## src/rtl/stopwatch_pkg.sv

```systemverilog
// Shared state encoding, default timing constants and a small helper for the stopwatch controller.
package stopwatch_pkg;

  typedef enum logic [1:0] {
    IDLE    = 2'd0,
    RUNNING = 2'd1,
    PAUSED  = 2'd2,
    LAP     = 2'd3
  } sw_state_t;

  localparam int DEF_TICK_DIV        = 50_000_000;
  localparam int DEF_DEBOUNCE_CYCLES = 500_000;

  function automatic logic is_counting(sw_state_t s);
    return (s == RUNNING) || (s == LAP);
  endfunction

endpackage

```

## src/rtl/button_debouncer.sv

```systemverilog
// Raw button -> 2-flop synchronizer -> stability debouncer -> one-cycle press pulse on the 0->1 edge.
// Press appears DEBOUNCE_CYCLES+3 edges after a clean rise; no backpressure.
module button_debouncer
  import stopwatch_pkg::*;
#(
  parameter int DEBOUNCE_CYCLES = DEF_DEBOUNCE_CYCLES
) (
  input  logic clock,
  input  logic reset_n,
  input  logic btn,
  output logic press
);

  localparam int CW = $clog2(DEBOUNCE_CYCLES + 1);
  localparam logic [CW-1:0] CNT_LAST = CW'(DEBOUNCE_CYCLES - 1);

  logic          sync1;
  logic          sync2;
  logic          level;
  logic          level_q;
  logic [CW-1:0] cnt;

  always_ff @(posedge clock or negedge reset_n) begin
    if (!reset_n) begin
      sync1   <= 1'b0;
      sync2   <= 1'b0;
      level   <= 1'b0;
      level_q <= 1'b0;
      cnt     <= '0;
    end else begin
      sync1   <= btn;
      sync2   <= sync1;
      level_q <= level;
      // cnt tracks how many consecutive cycles sync2 has disagreed with level
      if (sync2 != level) begin
        if (cnt == CNT_LAST) begin
          level <= sync2;
          cnt   <= '0;
        end else begin
          cnt <= cnt + CW'(1);
        end
      end else begin
        cnt <= '0;
      end
    end
  end

  assign press = level & ~level_q;

endmodule

```

## src/rtl/stopwatch_controller.sv

```systemverilog
// Stopwatch control FSM with debounced buttons and a one-second prescaler; all outputs registered.
// State changes one cycle after a press pulse; no backpressure.
module stopwatch_controller
  import stopwatch_pkg::*;
#(
  parameter int TICK_DIV        = DEF_TICK_DIV,
  parameter int DEBOUNCE_CYCLES = DEF_DEBOUNCE_CYCLES
) (
  input  logic       clock,
  input  logic       reset_n,
  input  logic       btn_start_stop,
  input  logic       btn_lap,
  input  logic       btn_clear,
  output logic       hold_count,
  output logic       counter_clear,
  output logic       display_freeze,
  output logic       running,
  output logic [1:0] state
);

  localparam int PW = (TICK_DIV > 1) ? $clog2(TICK_DIV) : 1;
  localparam logic [PW-1:0] PSC_LAST = PW'(TICK_DIV - 1);

  logic ss_evt;
  logic lap_evt;
  logic clr_evt;

  button_debouncer #(.DEBOUNCE_CYCLES(DEBOUNCE_CYCLES)) u_db_start_stop (
    .clock(clock), .reset_n(reset_n), .btn(btn_start_stop), .press(ss_evt)
  );
  button_debouncer #(.DEBOUNCE_CYCLES(DEBOUNCE_CYCLES)) u_db_lap (
    .clock(clock), .reset_n(reset_n), .btn(btn_lap), .press(lap_evt)
  );
  button_debouncer #(.DEBOUNCE_CYCLES(DEBOUNCE_CYCLES)) u_db_clear (
    .clock(clock), .reset_n(reset_n), .btn(btn_clear), .press(clr_evt)
  );

  sw_state_t     state_q;
  sw_state_t     state_d;
  logic [PW-1:0] psc_q;
  logic [PW-1:0] psc_d;
  logic          clr_d;
  logic          hold_q;
  logic          clr_q;
  logic          freeze_q;
  logic          run_q;

  // Only the highest-priority event of a cycle is considered; the rest are dropped.
  always_comb begin
    state_d = state_q;
    clr_d   = 1'b0;
    if (ss_evt) begin
      case (state_q)
        IDLE:    state_d = RUNNING;
        RUNNING: state_d = PAUSED;
        PAUSED:  state_d = RUNNING;
        LAP:     state_d = PAUSED;
        default: state_d = IDLE;
      endcase
    end else if (lap_evt) begin
      case (state_q)
        RUNNING: state_d = LAP;
        LAP:     state_d = RUNNING;
        default: state_d = state_q;
      endcase
    end else if (clr_evt) begin
      case (state_q)
        IDLE: clr_d = 1'b1;
        PAUSED: begin
          state_d = IDLE;
          clr_d   = 1'b1;
        end
        default: clr_d = 1'b0;
      endcase
    end
  end

  always_comb begin
    psc_d = psc_q;
    if (clr_d) begin
      psc_d = '0;
    end else if (is_counting(state_q)) begin
      psc_d = (psc_q == PSC_LAST) ? '0 : psc_q + PW'(1);
    end
  end

  // Outputs are computed from next-state values so they line up with the registered state.
  always_ff @(posedge clock or negedge reset_n) begin
    if (!reset_n) begin
      state_q  <= IDLE;
      psc_q    <= '0;
      hold_q   <= 1'b1;
      clr_q    <= 1'b1;
      freeze_q <= 1'b0;
      run_q    <= 1'b0;
    end else begin
      state_q  <= state_d;
      psc_q    <= psc_d;
      hold_q   <= ~(is_counting(state_d) && (psc_d == PSC_LAST));
      clr_q    <= clr_d;
      freeze_q <= (state_d == LAP);
      run_q    <= is_counting(state_d);
    end
  end

  assign hold_count     = hold_q;
  assign counter_clear  = clr_q;
  assign display_freeze = freeze_q;
  assign running        = run_q;
  assign state          = state_q;

endmodule

```

## config.mk

```make
export PLATFORM = sky130hd
export DESIGN_NAME = stopwatch_controller
export DESIGN_NICKNAME = d
export VERILOG_FILES = /design/src/rtl/stopwatch_pkg.sv /design/src/rtl/button_debouncer.sv /design/src/rtl/stopwatch_controller.sv
export SDC_FILE = /design/constraint.sdc
export NUM_CORES = 1
export LEC_CHECK = 0
export ABC_AREA = 0
export CORE_MARGIN = 4
export CORE_UTILIZATION = 60
export DETAILED_ROUTE_END_ITERATION = 10
export GPL_TIMING_DRIVEN = 0
export PLACE_DENSITY_LB_ADDON = 0.25
export SYNTH_ARGS = -nofsm -noshare
export SYNTH_HDL_FRONTEND = slang
export SYNTH_SLANG_ARGS = --single-unit
```

## constraint.sdc

```tcl
create_clock -name clock -period 3.2 [get_ports clock]
set_input_delay 0.32 -clock clock [delete_from_list [all_inputs] [get_ports clock]]
set_output_delay 0.32 -clock clock [all_outputs]
set_load 0.01 [all_outputs]
```

==> out/results.ini <==
[run_status]
status=finished clean

[yosys]
netlist_top_cells_count=dfrtp_1 (98), nor2_1 (96), xor2_1 (46)
async_flop_share_pct=100
avgSynthCellArea_um2=10.1
synth_area_leader_cell=dfrtp_1
ys_seq_elements=100
yosysSeqAreaShare_pct=50.1
syn_inst=493
yosys-top-cells-area=dfrtp_1 (49%), xor2_1 (8.1%), nor2_1 (7.2%)
synth_edf_count=0
synth_area_um2=5000
yosysTopAreaCellShare_pct=49.0
synth.distinct_cells=52
synthesis.nets=506
synth_top_flop_cell=dfrtp_1
synth.most_common_cell=dfrtp_1
yosys_warnings=0

[setup_path]
worstSetupPathType=flop to flop
crit_start=state[1]
r2r-end=hold_count
crit_arrival_ps=2800
r2r_cells=8
r2r_setup_slack_ps=680
cp-end-kind=flop
worstPathRequired_ps=3480
rr_startpoint=state[1]
path_max_fanout=10
start_kind=flop

[route]
via_per_inst=5.60
drc=0
drt-pass1-iter-count=4
wire_per_inst_um=13.9
drt_iter0_drc=123
totalWireLength_um=8720
vias=3507
ant_nets=0

[sta]
setup_viol=0
timing.hold.ws_ps=359
period_minus_slack_ps=2520
fin_ws_ps=678
fin_crit_sh_pct=78.8
rsz0062_at_grt=no
fin_skew_ps=13.7
hold_viol_final=0
slew_viol_final=0
slew_headroom_pct=52.5
tightest_slew_ps=710
fmax_ghz=0.396

[finish]
antenna_cells=0
syn_to_final_growth_pct=9.28
nFillCells=628
post_route_cells_drive_above_1_share_pct=10.6
design_area_um2=5470
fin_util_pct=66.9
layout.nets=529

[clock_network]
post_cts_buffers=0
cts_buffers=9
cts_buffer_depth=2
cts_tree=built
cts_resized=0
postCtsHoldBufs=1
cts-root-buf=clkbuf_8
clkTransAtPathRegs_ps=100
clock_latency_ps=370
cts.sinks=100
ctsHtreeMaxLevel=3

[worst_hold_path]
hold_path_startpoint=u_db_start_stop.sync1
hold_path.class=flop to flop
holdPathEnd=u_db_start_stop.sync2
min_path_cells=0

[die]
ioPinCount=11
core_region_area_um2=8180
die_x_um=99.3
initial_utilization_pct=61.2
rows=33
die-area_um2=9860
die_y_um=99.3

[placed_design]
io_buffers=10
place_congestion=0.854
dp_hpwl_um=6140
dp_slack_ps=700
placed_cell_area_um2=5260

[job]
maxCapViolCount=0

[power_and_ir_drop]
ir_drop_v=0.000261
powerDensity_nw_per_um2=390
leakagePower_nw=2.41

[global_routing]
grt_pass1_wl_um=15400
overflow=0
grt_max_degree=75
grtUsageTotal_pct=19.1
antenna_found_initial=0
grt_pass1_vias=3498

## area by class of cell
| class | instances | area (µm²) | area share (%) |
|---|---|---|---|
| flip-flops and latches | 100 | 2500 | 45.8 |
| multi-input cells | 370 | 2360 | 43.2 |
| repair buffers | 12 | 135 | 2.47 |
| well taps | 105 | 131 | 2.40 |
| clock buffers | 9 | 124 | 2.27 |
| plain buffers | 13 | 98.8 | 1.81 |
| clock inverters | 7 | 73.8 | 1.35 |
| inverters | 10 | 37.5 | 0.687 |
## sequential cells by signal, summed over array words and instances, names as in the netlist
register	cells
u_db_start_stop.cnt	19
hold_count	1
display_freeze	1
state	2
u_db_lap.level	1
u_db_start_stop.sync1	1
u_db_clear.level	1
u_db_clear.sync1	1
u_db_clear.level_q	1
counter_clear	1
u_db_start_stop.level_q	1
psc_q	26
u_db_clear.cnt	19
u_db_lap.level_q	1
u_db_start_stop.level	1
u_db_start_stop.sync2	1
u_db_lap.sync2	1
u_db_clear.sync2	1
u_db_lap.cnt	19
u_db_lap.sync1	1
## metal layers
metal	wire, µm	global-route usage [%]
met4	105	6.30
met5	0	0
met1	4110	25.3
met3	286	3.65
met2	4210	31.8
## cell usage in the layout, fill, tap and decap left out, types with 3 or more instances in the layout
cell,netlist,final
nand4b_1,4,4
nor2_1,96,96
xor2_1,46,46
and3_1,9,9
nand4_1,17,17
nor4_1,6,6
nand3_1,28,28
clkdlybuf4s50_1,0,9
nor3_1,9,9
o21a_1,3,3
a21oi_1,4,4
buf_2,6,6
mux2_2,5,5
clkbuf_8,2,11
a31oi_1,5,5
nor4b_1,6,6
dfrtp_1,98,98
buf_4,2,3
and4_1,7,7
xnor2_1,30,30
nand2_1,38,38
inv_1,10,10
or3_1,3,3
ha_1,8,8
and2_2,3,3
or2_2,3,3
o21ai_0,5,5
nor2b_1,6,6
## logic make-up (layout without fill, tap and decap cells)
| kind of cell | Yosys count | in the layout | synth area share (%) |
|---|---|---|---|
| flops | 100 | 100 | 50.1 |
| mux | 7 | 7 | 1.53 |
| xor+xnor | 76 | 76 | 13.3 |
| fa+ha+maj | 8 | 8 | 2.00 |
| buf+inv | 23 | 51 | 2.73 |
| compound gates | 25 | 25 | 3.63 |
| simple gates | 254 | 254 | 26.7 |
## through the flow
stage,TNS (ps),instances,total power [W]
detailed placement,0,609,0.00138
global placement,-178900,608,0.00137
global route,0,626,0.00222
floorplan,0,493,0.00134
finish,0,626,0.00213
CTS,0,626,0.00217
## critical path, stage by stage, from the launching register on
cell and delay (ps):
dfrtp_1 430, inv_1 90, ha_1 230, o2111ai_4 370, nor4_1 150, a31oi_1 590, o21a_1 250, nor4b_2 190
nand4b_1 130
## worst max path at each step
stage / endpoint / slack (ps) / cells past startpoint
after floorplan: hold_count / 1120 / 8
after global placement: u_db_lap.cnt[0] / -1820 / 1
after detailed placement: hold_count / 700 / 8
after CTS: hold_count / 670 / 8
after global routing: hold_count / 400 / 8
final: hold_count / 680 / 8
## power by group
part           internal, W  total [W]  leakage, nW  switching, W
clock             0.000308   0.000782        0.101      0.000474
sequential         0.00128    0.00129         1.37     0.0000107
combinational    0.0000212  0.0000660        0.937     0.0000448
Power figures use the tool's default switching activity.
